File: config.mk
export PLATFORM = sky130hd
export DESIGN_NAME = rgb_sotp
export DESIGN_NICKNAME = d
export VERILOG_FILES = /design/src/rtl/rgb_sotp_pkg.sv /design/src/rtl/rgb_sotp_rgbw_convert.sv /design/src/rtl/rgb_sotp.sv
export SDC_FILE = /design/constraint.sdc
export NUM_CORES = 1
export LEC_CHECK = 0
export BUFFER_PORTS_ARGS = -buffer_cell sky130_fd_sc_hd__buf_4
export CELL_PAD_IN_SITES_DETAIL_PLACEMENT = 2
export CELL_PAD_IN_SITES_GLOBAL_PLACEMENT = 2
export CORE_MARGIN = 2
export CORE_UTILIZATION = 41
export CTS_CLUSTER_SIZE = 14
export DETAILED_ROUTE_END_ITERATION = 8
export PLACE_DENSITY = 0.95
export SETUP_SLACK_MARGIN = 0.1
export SYNTH_ARGS = -nofsm -noshare
export SYNTH_HDL_FRONTEND = slang
export SYNTH_SLANG_ARGS = --single-unit
File: constraint.sdc
create_clock -name clk -period 15.52 [get_ports clk]
set_clock_uncertainty 0.2 [all_clocks]
set_input_delay 3.104 -clock clk [delete_from_list [all_inputs] [get_ports clk]]
set_output_delay 3.104 -clock clk [all_outputs]
set_load 0.01 [all_outputs]
File: src/rtl/rgb_sotp_pkg.sv
// Shared types, field positions and default timing for the SK6812RGBW serial
// output stage.
package rgb_sotp_pkg;

    // Controller states
    typedef enum logic [2:0] {
        ST_IDLE    = 3'd0,
        ST_FETCH   = 3'd1,
        ST_LOAD    = 3'd2,
        ST_BIT_HI  = 3'd3,
        ST_BIT_LO  = 3'd4,
        ST_STR_RST = 3'd5
    } state_t;

    // Control bits of a command word
    localparam int unsigned CTRL_LED_BIT     = 31;
    localparam int unsigned CTRL_STR_RST_BIT = 30;

    // Colour field slices of a command word
    localparam int unsigned RED_MSB = 23;
    localparam int unsigned RED_LSB = 16;
    localparam int unsigned GRN_MSB = 15;
    localparam int unsigned GRN_LSB = 8;
    localparam int unsigned BLU_MSB = 7;
    localparam int unsigned BLU_LSB = 0;

    // Default SK6812 timing in clocks at 96 MHz
    localparam int unsigned DEF_T0H         = 29;
    localparam int unsigned DEF_T0L         = 86;
    localparam int unsigned DEF_T1H         = 58;
    localparam int unsigned DEF_T1L         = 58;
    localparam int unsigned DEF_STR_RST     = 7680;
    localparam int unsigned DEF_COUNTER_MAX = 7800;

    // Smallest of three unsigned bytes; this is the white component
    function automatic logic [7:0] min3_u8(
        input logic [7:0] a,
        input logic [7:0] b,
        input logic [7:0] c
    );
        logic [7:0] m;
        m = a;
        if (b < m) begin
            m = b;
        end else begin
            m = m;
        end
        if (c < m) begin
            m = c;
        end else begin
            m = m;
        end
        return m;
    endfunction

endpackage

File: src/rtl/rgb_sotp_rgbw_convert.sv
// RGB to RGBW conversion: the common part of the three channels moves to the
// white LED, and the frame is laid out in wire order {G', R', B', W}.
module rgbw_convert
    import rgb_sotp_pkg::*;
(
    input  logic [23:0] i_rgb,
    output logic [31:0] o_frame
);

    logic [7:0] w_red;
    logic [7:0] w_grn;
    logic [7:0] w_blu;
    logic [7:0] w_wht;

    // Subtract the white level from each channel; w_wht <= every channel, so no wrap
    always_comb begin
        w_red   = i_rgb[RED_MSB:RED_LSB];
        w_grn   = i_rgb[GRN_MSB:GRN_LSB];
        w_blu   = i_rgb[BLU_MSB:BLU_LSB];
        w_wht   = min3_u8(w_red, w_grn, w_blu);
        o_frame = {w_grn - w_wht, w_red - w_wht, w_blu - w_wht, w_wht};
    end

endmodule

File: src/rtl/rgb_sotp.sv
// SK6812RGBW single-wire NRZ encoder: pops command words from a standard FIFO,
// converts RGB to RGBW and shifts 32 bits MSB first with exact pulse timing,
// optionally followed by a string reset/latch low period.
module rgb_sotp
    import rgb_sotp_pkg::*;
#(
    parameter int unsigned RGBW_T0H     = DEF_T0H,
    parameter int unsigned RGBW_T0L     = DEF_T0L,
    parameter int unsigned RGBW_T1H     = DEF_T1H,
    parameter int unsigned RGBW_T1L     = DEF_T1L,
    parameter int unsigned RGBW_STR_RST = DEF_STR_RST,
    parameter int unsigned COUNTER_MAX  = DEF_COUNTER_MAX
) (
    input  logic        clk,
    input  logic        rst,
    input  logic        in_rd_fifo_empty,
    input  logic [31:0] in_rd_fifo_data,
    output logic        out_rd_fifo_en,
    output logic        out_sig
);

    localparam int unsigned CNT_W = $clog2(COUNTER_MAX + 1);

    // Counters run 0..N-1, so each phase ends on its "last" value
    localparam logic [CNT_W-1:0] T0H_LAST = CNT_W'(RGBW_T0H - 1);
    localparam logic [CNT_W-1:0] T0L_LAST = CNT_W'(RGBW_T0L - 1);
    localparam logic [CNT_W-1:0] T1H_LAST = CNT_W'(RGBW_T1H - 1);
    localparam logic [CNT_W-1:0] T1L_LAST = CNT_W'(RGBW_T1L - 1);
    localparam logic [CNT_W-1:0] STR_LAST = CNT_W'(RGBW_STR_RST - 1);
    localparam logic [CNT_W-1:0] CNT_ONE  = CNT_W'(1);

    state_t           r_state;
    logic [CNT_W-1:0] r_cnt;
    logic [4:0]       r_idx;
    logic             r_sig;
    logic [31:0]      r_word;
    logic [31:0]      r_frame;
    logic             r_armed;

    state_t           w_state_nxt;
    logic [CNT_W-1:0] w_cnt_nxt;
    logic [4:0]       w_idx_nxt;
    logic             w_sig_nxt;
    logic [31:0]      w_word_nxt;
    logic [31:0]      w_frame_nxt;
    logic             w_rd_en;
    logic [31:0]      w_frame;
    logic             w_bit;
    logic [CNT_W-1:0] w_hi_last;
    logic [CNT_W-1:0] w_lo_last;

    rgbw_convert u_convert (
        .i_rgb   (r_word[23:0]),
        .o_frame (w_frame)
    );

    // The read strobe has to be combinational so that the FIFO sees it in the
    // same IDLE cycle the empty flag is seen low; r_armed keeps it quiet while
    // and just after reset.
    assign out_rd_fifo_en = w_rd_en;
    assign out_sig        = r_sig;

    // Next-state, counter, bit index and line-level decode
    always_comb begin
        w_state_nxt = r_state;
        w_cnt_nxt   = r_cnt;
        w_idx_nxt   = r_idx;
        w_sig_nxt   = r_sig;
        w_word_nxt  = r_word;
        w_frame_nxt = r_frame;
        w_rd_en     = 1'b0;
        w_bit       = r_frame[r_idx];
        if (w_bit) begin
            w_hi_last = T1H_LAST;
            w_lo_last = T1L_LAST;
        end else begin
            w_hi_last = T0H_LAST;
            w_lo_last = T0L_LAST;
        end

        case (r_state)
            ST_IDLE: begin
                w_sig_nxt = 1'b0;
                w_cnt_nxt = '0;
                if (r_armed && !in_rd_fifo_empty) begin
                    w_rd_en     = 1'b1;
                    w_state_nxt = ST_FETCH;
                end else begin
                    w_state_nxt = ST_IDLE;
                end
            end
            ST_FETCH: begin
                // Non-FWFT FIFO: data is valid the cycle after the strobe
                w_word_nxt  = in_rd_fifo_data;
                w_state_nxt = ST_LOAD;
            end
            ST_LOAD: begin
                w_frame_nxt = w_frame;
                w_cnt_nxt   = '0;
                if (r_word[CTRL_LED_BIT]) begin
                    w_idx_nxt   = 5'd31;
                    w_sig_nxt   = 1'b1;
                    w_state_nxt = ST_BIT_HI;
                end else if (r_word[CTRL_STR_RST_BIT]) begin
                    w_sig_nxt   = 1'b0;
                    w_state_nxt = ST_STR_RST;
                end else begin
                    w_sig_nxt   = 1'b0;
                    w_state_nxt = ST_IDLE;
                end
            end
            ST_BIT_HI: begin
                if (r_cnt == w_hi_last) begin
                    w_cnt_nxt   = '0;
                    w_sig_nxt   = 1'b0;
                    w_state_nxt = ST_BIT_LO;
                end else begin
                    w_cnt_nxt   = r_cnt + CNT_ONE;
                end
            end
            ST_BIT_LO: begin
                if (r_cnt == w_lo_last) begin
                    w_cnt_nxt = '0;
                    if (r_idx != 5'd0) begin
                        w_idx_nxt   = r_idx - 5'd1;
                        w_sig_nxt   = 1'b1;
                        w_state_nxt = ST_BIT_HI;
                    end else if (r_word[CTRL_STR_RST_BIT]) begin
                        w_sig_nxt   = 1'b0;
                        w_state_nxt = ST_STR_RST;
                    end else begin
                        w_sig_nxt   = 1'b0;
                        w_state_nxt = ST_IDLE;
                    end
                end else begin
                    w_cnt_nxt = r_cnt + CNT_ONE;
                end
            end
            ST_STR_RST: begin
                w_sig_nxt = 1'b0;
                if (r_cnt == STR_LAST) begin
                    w_cnt_nxt   = '0;
                    w_state_nxt = ST_IDLE;
                end else begin
                    w_cnt_nxt   = r_cnt + CNT_ONE;
                end
            end
            default: begin
                w_sig_nxt   = 1'b0;
                w_cnt_nxt   = '0;
                w_idx_nxt   = 5'd0;
                w_state_nxt = ST_IDLE;
            end
        endcase
    end

    // State, timing and data registers; out_sig comes straight from r_sig
    always_ff @(posedge clk or negedge rst) begin
        if (!rst) begin
            r_state <= ST_IDLE;
            r_cnt   <= '0;
            r_idx   <= 5'd0;
            r_sig   <= 1'b0;
            r_word  <= 32'h0000_0000;
            r_frame <= 32'h0000_0000;
            r_armed <= 1'b0;
        end else begin
            r_state <= w_state_nxt;
            r_cnt   <= w_cnt_nxt;
            r_idx   <= w_idx_nxt;
            r_sig   <= w_sig_nxt;
            r_word  <= w_word_nxt;
            r_frame <= w_frame_nxt;
            r_armed <= 1'b1;
        end
    end

endmodule

# == After elaboration in Yosys (flattened, before gate mapping) ==
# Index checks and enable logic that the tools add are counted.
# word_totals
regBits,87
input_bits,35
wordCells,67
# classes
addsub,5
n_lt_le_gt_ge,3
eq_ne,13
mux,29
bitwise,2
n_reduce_logical,8
# op_table
operator,n
13-bit case mux with 4 select lines,1
13-bit 2-to-1 mux,3
13-bit == test,2
8-bit subtractor,3
3-bit 2-to-1 mux,6
3-bit case mux with 6 select lines,1
8-bit less-than comparator,2
8-bit 2-to-1 mux,2
5-bit 2-to-1 mux,3
5-bit case mux with 3 select lines,1
13-bit by 1-bit adder with 13-bit output (second input constant),1
13-bit == test (second input constant),1
2-bit != test (second input constant),5
1-bit 2-to-1 mux,8
7-bit 2-to-1 mux,1
3-bit by 2-bit == test with 1-bit output (second input constant),2
3-bit == test (second input constant),2
5-bit by 6-bit less-than comparator with 1-bit output (second input constant),1
6-bit 2-to-1 mux,1
3-bit AND reduction,2
1-bit binary-select mux with 5-bit select,1
5-bit nonzero test,1
5-bit by 1-bit subtractor with 5-bit output (second input constant),1
1-bit case mux with 4 select lines,1
7 further kinds,8

# == Depth between registers and ports, before layout ==
# Gate-level depths: netlist of run 1.
# logic_depth
depth_word,6
mapped_depth,29
ltp_nobuf,26

# == By module ==
# Synthesis of run 1 repeated with hierarchy kept, for this count alone.
# unflattened
cells_unflattened,659
hier_area_um2,5815.6
# modules_own_cells
mod,instances,cells_each,area_each_um2,seq_area_each_um2
rgb_sotp,1,378,3975.1,2026.9
rgbw_convert,1,281,1840.5,0.0

# == Worst setup path before layout of run 1 ==
# OpenSTA, ideal clock, no wires.
# synth_timing
path_type,input-to-output
from,input in_rd_fifo_empty
to,output out_rd_fifo_en
t_arrival_ns,3.616
required_time_ns,12.216
path_slack_ns,8.600
stages,1
cell_sequence,nor4b_1
# synth_between
elab_chain_cells,4
# synth_rtl
item,line,source
from (decl),rgb_sotp.sv:16,"input logic in_rd_fifo_empty,"
1-bit zero test,rgb_sotp.sv:85,if (r_armed && !in_rd_fifo_empty) begin
1-bit logical AND,rgb_sotp.sv:85,
1-bit 2-to-1 mux,rgb_sotp.sv:85,
1-bit 2-to-1 mux,rgb_sotp.sv:81,case (r_state)
to (decl),rgb_sotp.sv:18,"output logic out_rd_fifo_en,"
# No other way between the ends.

# == Worst setup path in the final report of run 1 ==
# layout_timing
from,register r_word[17]
to,register r_frame[23]
# layout_between
elab_chain_cells,5
# layout_rtl
item,line,source
from (decl),rgb_sotp.sv:36,logic [31:0] r_word;
from (signal assigned),rgb_sotp.sv:172,r_word <= w_word_nxt;
8-bit less-than comparator,rgb_sotp_pkg.sv:43,if (b < m) begin
8-bit 2-to-1 mux (*),rgb_sotp_pkg.sv:43,
8-bit less-than comparator,rgb_sotp_pkg.sv:48,if (c < m) begin
8-bit 2-to-1 mux (*),rgb_sotp_pkg.sv:48,
via u_convert.o_frame[0],rgb_sotp_rgbw_convert.sv:7,output logic [31:0] o_frame
8-bit subtractor (*),rgb_sotp_rgbw_convert.sv:21,"o_frame = {w_grn - w_wht, w_red - w_wht, w_blu - w_wht, w_wht};"
to (signal assigned),rgb_sotp.sv:173,r_frame <= w_frame_nxt;
to (decl),rgb_sotp.sv:37,logic [31:0] r_frame;
# The timed path passes the listed nets; every way through them passes the cells marked *.
# A chain may end at the register's enable or synchronous reset.

==> results of run 1 <==
registers in the layout (all words and copies together) (netlist names):
register,cells
out_sig,1
r_frame,32
r_word,26
r_state,3
r_cnt,13
r_idx,5
r_armed,1
worst register-to-register path, delay by kind of cell, from the launching register on:
family,cells,cell delay [ps]
buf+inv,1,250
fa+ha+maj,5,2130
mux,1,690
flops,1,430
compound gates,12,4550
simple gates,1,200
cells in the final DEF, fill, tap and decap left out, types with 9 or more instances in the layout:
| master | Yosys | final |
|---|---|---|
| nand2_1 | 94 | 94 |
| dfrtp_1 | 81 | 81 |
| o21ai_0 | 77 | 77 |
| buf_4 | 1 | 38 |
| nor2_1 | 33 | 33 |
| inv_1 | 30 | 30 |
| ha_1 | 24 | 24 |
| xnor2_1 | 21 | 21 |
| a21oi_1 | 16 | 16 |
| mux2_2 | 15 | 15 |
| nand3_1 | 13 | 13 |
| nand2b_1 | 12 | 12 |
| mux2i_1 | 11 | 11 |
| mux4_2 | 10 | 10 |
| a211oi_1 | 9 | 9 |
| clkbuf_16 | 0 | 9 |
metal layers:
| metal | wire length [µm] | global-route usage | share of wire |
|---|---|---|---|
| met1 | 7893 | 0.3306 | 0.39 |
| met2 | 10960 | 0.5693 | 0.54 |
| met3 | 638 | 0.05508 | 0.031 |
| met4 | 859 | 0.1449 | 0.042 |
| met5 | 0 | 0 | 0 |
metrics by stage:
step	instances	area [µm²]	setup WS [ps]
after floorplan	613	5461	8600
after global placement	798	5856	8101
after detailed placement	798	5856	7727
after CTS	814	6183	7091
after global routing	814	6183	6639
final	814	6183	6929
cells by family after synthesis:
kind of cell,after synthesis,share of synthesized area
simple gates,203,0.1753
xor+xnor,29,0.04651
flops,81,0.3711
mux,37,0.09485
buf+inv,60,0.04261
fa+ha+maj,30,0.06644
compound gates,172,0.2025
other cells,1,0.0006866
cell usage after synthesis (all sizes together) (9+ instances only):
cell,number,area share
mux4,10,0.041
xnor2,21,0.034
nor3,9,0.0082
inv,30,0.021
a211oi,9,0.012
clkbuf,23,0.016
a21oi,17,0.016
o21ai,79,0.072
nand2b,12,0.014
mux2i,12,0.023
nor2,33,0.023
mux2,15,0.031
nand2,94,0.065
dfrtp,81,0.37
nand3,13,0.012
ha,24,0.055
path summary, 6_finish.rpt:
| check | slack, ps | depth (start not counted) | start | end |
|---|---|---|---|---|
| max in group asynchronous | 11700 | 1 | rst | r_frame[4] |
| max | 6930 | 20 | r_word[17] | r_frame[23] |
| min | 290 | 2 | r_frame[9] | r_frame[9] |
| min in group asynchronous | 2730 | 1 | rst | r_frame[8] |
| max reg2reg | 6930 | 20 | r_word[17] | r_frame[23] |
| min reg2reg | 290 | 2 | r_frame[9] | r_frame[9] |
cell type report:
| cell class | count | area, µm² |
|---|---|---|
| tap | 176 | 220.2 |
| multi-input combinational | 472 | 3207 |
| clock inverter | 7 | 102.6 |
| sequential | 81 | 2027 |
| inverter | 31 | 116.4 |
| fill | 1420 | 6954 |
| timing repair buffer | 38 | 285.3 |
| clock buffer | 9 | 225.2 |
==> results.sh, run 1 <==
export IMPL_holdBufCountCts=0
export IMPL_clock_fmax_mhz=116.4
export IMPL_numCtsBuffers=9
export IMPL_tightest_slew_ps=1261
export IMPL_synth_edff_count=0
export IMPL_cts_resized_gates=0
export IMPL_routedWlPerCell_um=25.01
export IMPL_path_class="reg -> reg"
export IMPL_route_detailed_vias_per_inst=6.112
export IMPL_nets=692
export IMPL_worstPathRequired_ps=15550
export IMPL_hold_path_class="reg -> reg"
export IMPL_drt_initial_drc_count=275
export IMPL_root_buffer="clkbuf_16"
export IMPL_slew_headroom=0.1505
export IMPL_path_buf_inv=1
export IMPL_cp_cell_sequence="clkinv_1 -> ha_1 -> a2111o_1 -> a21o_1 -> mux2i_1 -> ha_1 -> and3_1 -> a221o_1 -> a21o_1 -> a211o_1 -> o21ai_0 -> ha_1 -> o21ai_0 -> a2111oi_0 -> a311oi_1 -> maj3_1 -> maj3_1 -> o311ai_2 -> a21boi_0 -> o221ai_1"
export IMPL_cpPeakStageDelay_ps=1100
export IMPL_cpMostUsedCell="ha_1"
export IMPL_grt_pass1_wl_um=32780
export IMPL_period_minus_slack_ps=8591
export IMPL_dieArea_um2=14260
export IMPL_ant_nets=0
export IMPL_cts_path_max_buffers=2
export IMPL_hold_viol=0
export IMPL_synthDistinctLibCells=70
export IMPL_arrival_ps=8630
export IMPL_synth_seq_cells=81
export IMPL_period_share=0.5535
export IMPL_drt_wl_total_um=20360
export IMPL_track_usage=0.3047
export IMPL_syn_nets=672
export IMPL_synthesis_area_um2=5461
export IMPL_holdWs_ps=285.4
export IMPL_place_congestion=0.8290
export IMPL_coreArea_um2=13140
export IMPL_n_antenna_cell=0
export IMPL_die_h_um=119.4
export IMPL_cts_sinks=81
export IMPL_path_max_fanout=21
export IMPL_fin_util=0.4707
export IMPL_ys_warnings_count=0
export IMPL_grt_antenna_before_repair=0
export IMPL_setup_violations=0
export IMPL_cp_top_family="compound AO/OA/AOI/OAI gates"
export IMPL_status="complete, no violations"
export IMPL_async_flop_share=1.000
export IMPL_post_cts_buffers=0
export IMPL_io_buffers=30
export IMPL_vias=4975
export IMPL_critPathLaunchType="flip-flop"
export IMPL_endpoint_kind="flip-flop"
export IMPL_ios=37
export IMPL_start_util=0.4157
export IMPL_cts_htree_levels=3
export IMPL_maxCapViolations=0
export IMPL_dp_hpwl_um=13540
export IMPL_crit_slowest_cell="o21ai_0"
export IMPL_clkLatencyLatePin_ps=370
export IMPL_rsz0062_at_grt="no"
export IMPL_cts_tree="built"
export IMPL_drive_above_1_share=0.1411
export IMPL_synth_ff_type="dfrtp_1"
export IMPL_synth_seq_area_share=0.3711
export IMPL_dieWidth_um=119.4
export IMPL_synthesis_instances=613
export IMPL_grt_overflow_total=0
export IMPL_clkTransAtPathRegs_ps=70
export IMPL_syn_to_final_growth_pct=13.22
export IMPL_fin_tns_setup_ps=0
export IMPL_final_max_slew_violation_count=0
export IMPL_drc_errors=0
export IMPL_syn_avg_cell_area_um2=8.909
export IMPL_grt_max_degree=82
export IMPL_grt_pass1_vias=5766
export IMPL_num_rows=42
export IMPL_drt_pass1_iter_count=4
Power of run 1 is left out: the tool's default activity adds up to more than one toggle a clock period on the data nets, which glitch-free logic cannot reach.
==> run 2, diff against run 1 <==
CORE_UTILIZATION = 35   (was 41)
PLACE_DENSITY = 0.88   (was 0.95)
clock period = 7.75 ns   (was 15.52 ns; I/O delays follow)
==> run 2 against run 1 <==
  * Global-route usage shrank 7.7 points
  * Critical path type unchanged
  * Final area grew 0.24%
  * Highest routed layer unchanged
  * Die area rose by 17%
  * First-iteration DRC count decreased by 11%
==> results.sh, run 2 (synthesized netlist as in run 1, its figures left out) <==
export IMPL_place_congestion=0.8529
export IMPL_root_buffer="clkbuf_16"
export IMPL_maxCapViolations=0
export IMPL_tightest_slew_ps=1056
export IMPL_largest_register_ffs=32
export IMPL_timing_rr_start="r_word[17]"
export IMPL_crit_slowest_cell="a2111oi_0"
export IMPL_ant_nets=0
export IMPL_clkTransAtPathRegs_ps=60
export IMPL_layout_commonest_cell="nand2_1"
export IMPL_cts_sinks=81
export IMPL_cts_htree_levels=3
export IMPL_cp_top_family="compound AO/OA/AOI/OAI gates"
export IMPL_num_rows=45
export IMPL_dieWidth_um=128.9
export IMPL_period_minus_slack_ps=7219
export IMPL_critPathLaunchType="flip-flop"
export IMPL_grt_overflow_total=0
export IMPL_drt_initial_drc_count=244
export IMPL_path_class="reg -> reg"
export IMPL_grt_pass1_wl_um=29220
export IMPL_slew_headroom=0.2781
export IMPL_grt_antenna_before_repair=0
export IMPL_timing_final_ws_setup_ps=530.7
export IMPL_syn_to_final_growth_pct=13.49
export IMPL_cpPeakStageDelay_ps=530
export IMPL_dieArea_um2=16620
export IMPL_drive_above_1_share=0.1420
export IMPL_path_max_fanout=10
export IMPL_clkLatencyLatePin_ps=350
export IMPL_period_share=0.9315
export IMPL_track_usage=0.2280
export IMPL_cts_tree="built"
export IMPL_clock_fmax_mhz=138.5
export IMPL_fin_tns_setup_ps=0
export IMPL_hold_path_class="reg -> reg"
export IMPL_hold_viol=0
export IMPL_nets=695
export IMPL_setup_violations=0
export IMPL_cpMostUsedCell="ha_1"
export IMPL_crit_path_start="r_word[17]"
export IMPL_coreArea_um2=15200
export IMPL_start_util=0.3593
export IMPL_routedLengthMet1_um=7506
export IMPL_fill_cells=1675
export IMPL_wl_met3_um=451
export IMPL_postLayoutCellArea_um2=6198
export IMPL_routedWlPerCell_um=21.41
export IMPL_dp_hpwl_um=12790
export IMPL_numCtsBuffers=9
export IMPL_worstHoldStart="r_frame[15]"
export IMPL_io_buffers=30
export IMPL_endpoint_kind="flip-flop"
export IMPL_pre_cts_ws_ps=670.8
export IMPL_grt_max_degree=82
export IMPL_cts_path_max_buffers=2
export IMPL_die_h_um=128.9
export IMPL_drc_errors=0
export IMPL_arrival_ps=7240
export IMPL_n_antenna_cell=0
export IMPL_dr_wl_met2_um=9316
export IMPL_place_area_um2=5893
export IMPL_path_buf_inv=3
export IMPL_drt_wl_total_um=17750
export IMPL_cp_cell_sequence="clkinv_1 -> ha_1 -> a2111o_1 -> a21oi_4 -> a21o_1 -> inv_1 -> ha_1 -> and3_1 -> and3_1 -> nand3_1 -> mux2i_1 -> a211o_1 -> nand2_1 -> o21ai_0 -> buf_4 -> ha_1 -> o21ai_0 -> a2111oi_0 -> a311oi_1 -> maj3_1 -> maj3_1 -> o311ai_2 -> a21boi_0 -> o221ai_1"
export IMPL_grt_pass1_vias=5360
export IMPL_worstPathRequired_ps=7770
export IMPL_route_detailed_vias_per_inst=5.829
export IMPL_reg_largest_list="r_frame: 32 flops, r_word: 26 flops, r_cnt: 13 flops"
export IMPL_layout_common_cells="94 x nand2_1, 81 x dfrtp_1, 77 x o21ai_0, 41 x buf_4, 33 x nor2_1"
export IMPL_vias=4832
export IMPL_ios=37
export IMPL_rrSetupSlack_ps=530
export IMPL_largest_register="r_frame"
export IMPL_top_layer="met4"
export IMPL_status="complete, no violations"
export IMPL_rsz0062_at_grt="no"
export IMPL_final_max_slew_violation_count=0
export IMPL_drt_pass1_iter_count=4
## run 2: changes by cell type in the layout (fill, tap and decap cells not counted)
cell and change:
clkbuf_1 +2, inv_8 -1, a21oi_4 +1, buf_4 +3
clkinv_4 +3, clkinvlp_4 -3, a21oi_2 -1, bufinv_16 -1
## run 2: layout make-up
cell class	count	area [µm²]	share of cell area
Multi-Input combinational cell	472	3214	0.5186
Sequential cell	81	2027	0.3270
Tap cell	188	235.2	0.03795
Timing Repair Buffer	41	307.8	0.04966
Clock buffer	11	232.7	0.03755
Inverter	31	116.4	0.01877
Clock inverter	5	65.06	0.01050
## run 2: path summary, 6_finish.rpt
kind                          endpoint  cells after the start
min in group asynchronous      r_armed                      1
min                        r_frame[15]                      2
max                        r_frame[23]                     24
min reg2reg                r_frame[15]                      2
max reg2reg                r_frame[23]                     24
max in group asynchronous    r_word[3]                      1
## run 2: metrics by stage
step	utilization	hold slack, ps	std cells
after CTS	0.4072	296.2	829
after global placement	0.3877	252.3	813
after detailed placement	0.3877	281.2	813
after global routing	0.4077	317.2	829
final	0.4077	291.6	829
after floorplan	-	233.4	613
## run 2: metal layers
| metal | up-vias | GRT usage |
|---|---|---|
| met4 | 0 | 0.07737 |
| met3 | 35 | 0.04033 |
| met1 | 2460 | 0.2658 |
| met5 | - | 0 |
| li1 | 2256 | - |
| met2 | 81 | 0.4208 |
## run 2: repair_timing
item | CTS | global route
hold endpoints to repair | 0 | 0
buffers inserted | 0 | 0
gates resized for setup | 0 | 1
hold buffers | 0 | 0
endpoints found under the setup margin | 0 | 1
## run 2: worst min-delay path, cell delays in order (launching register included)
cell and delay [ps]:
dfrtp_1 340, nand2_1 60, nand3_1 60
Power of run 2 is left out for the same reason.
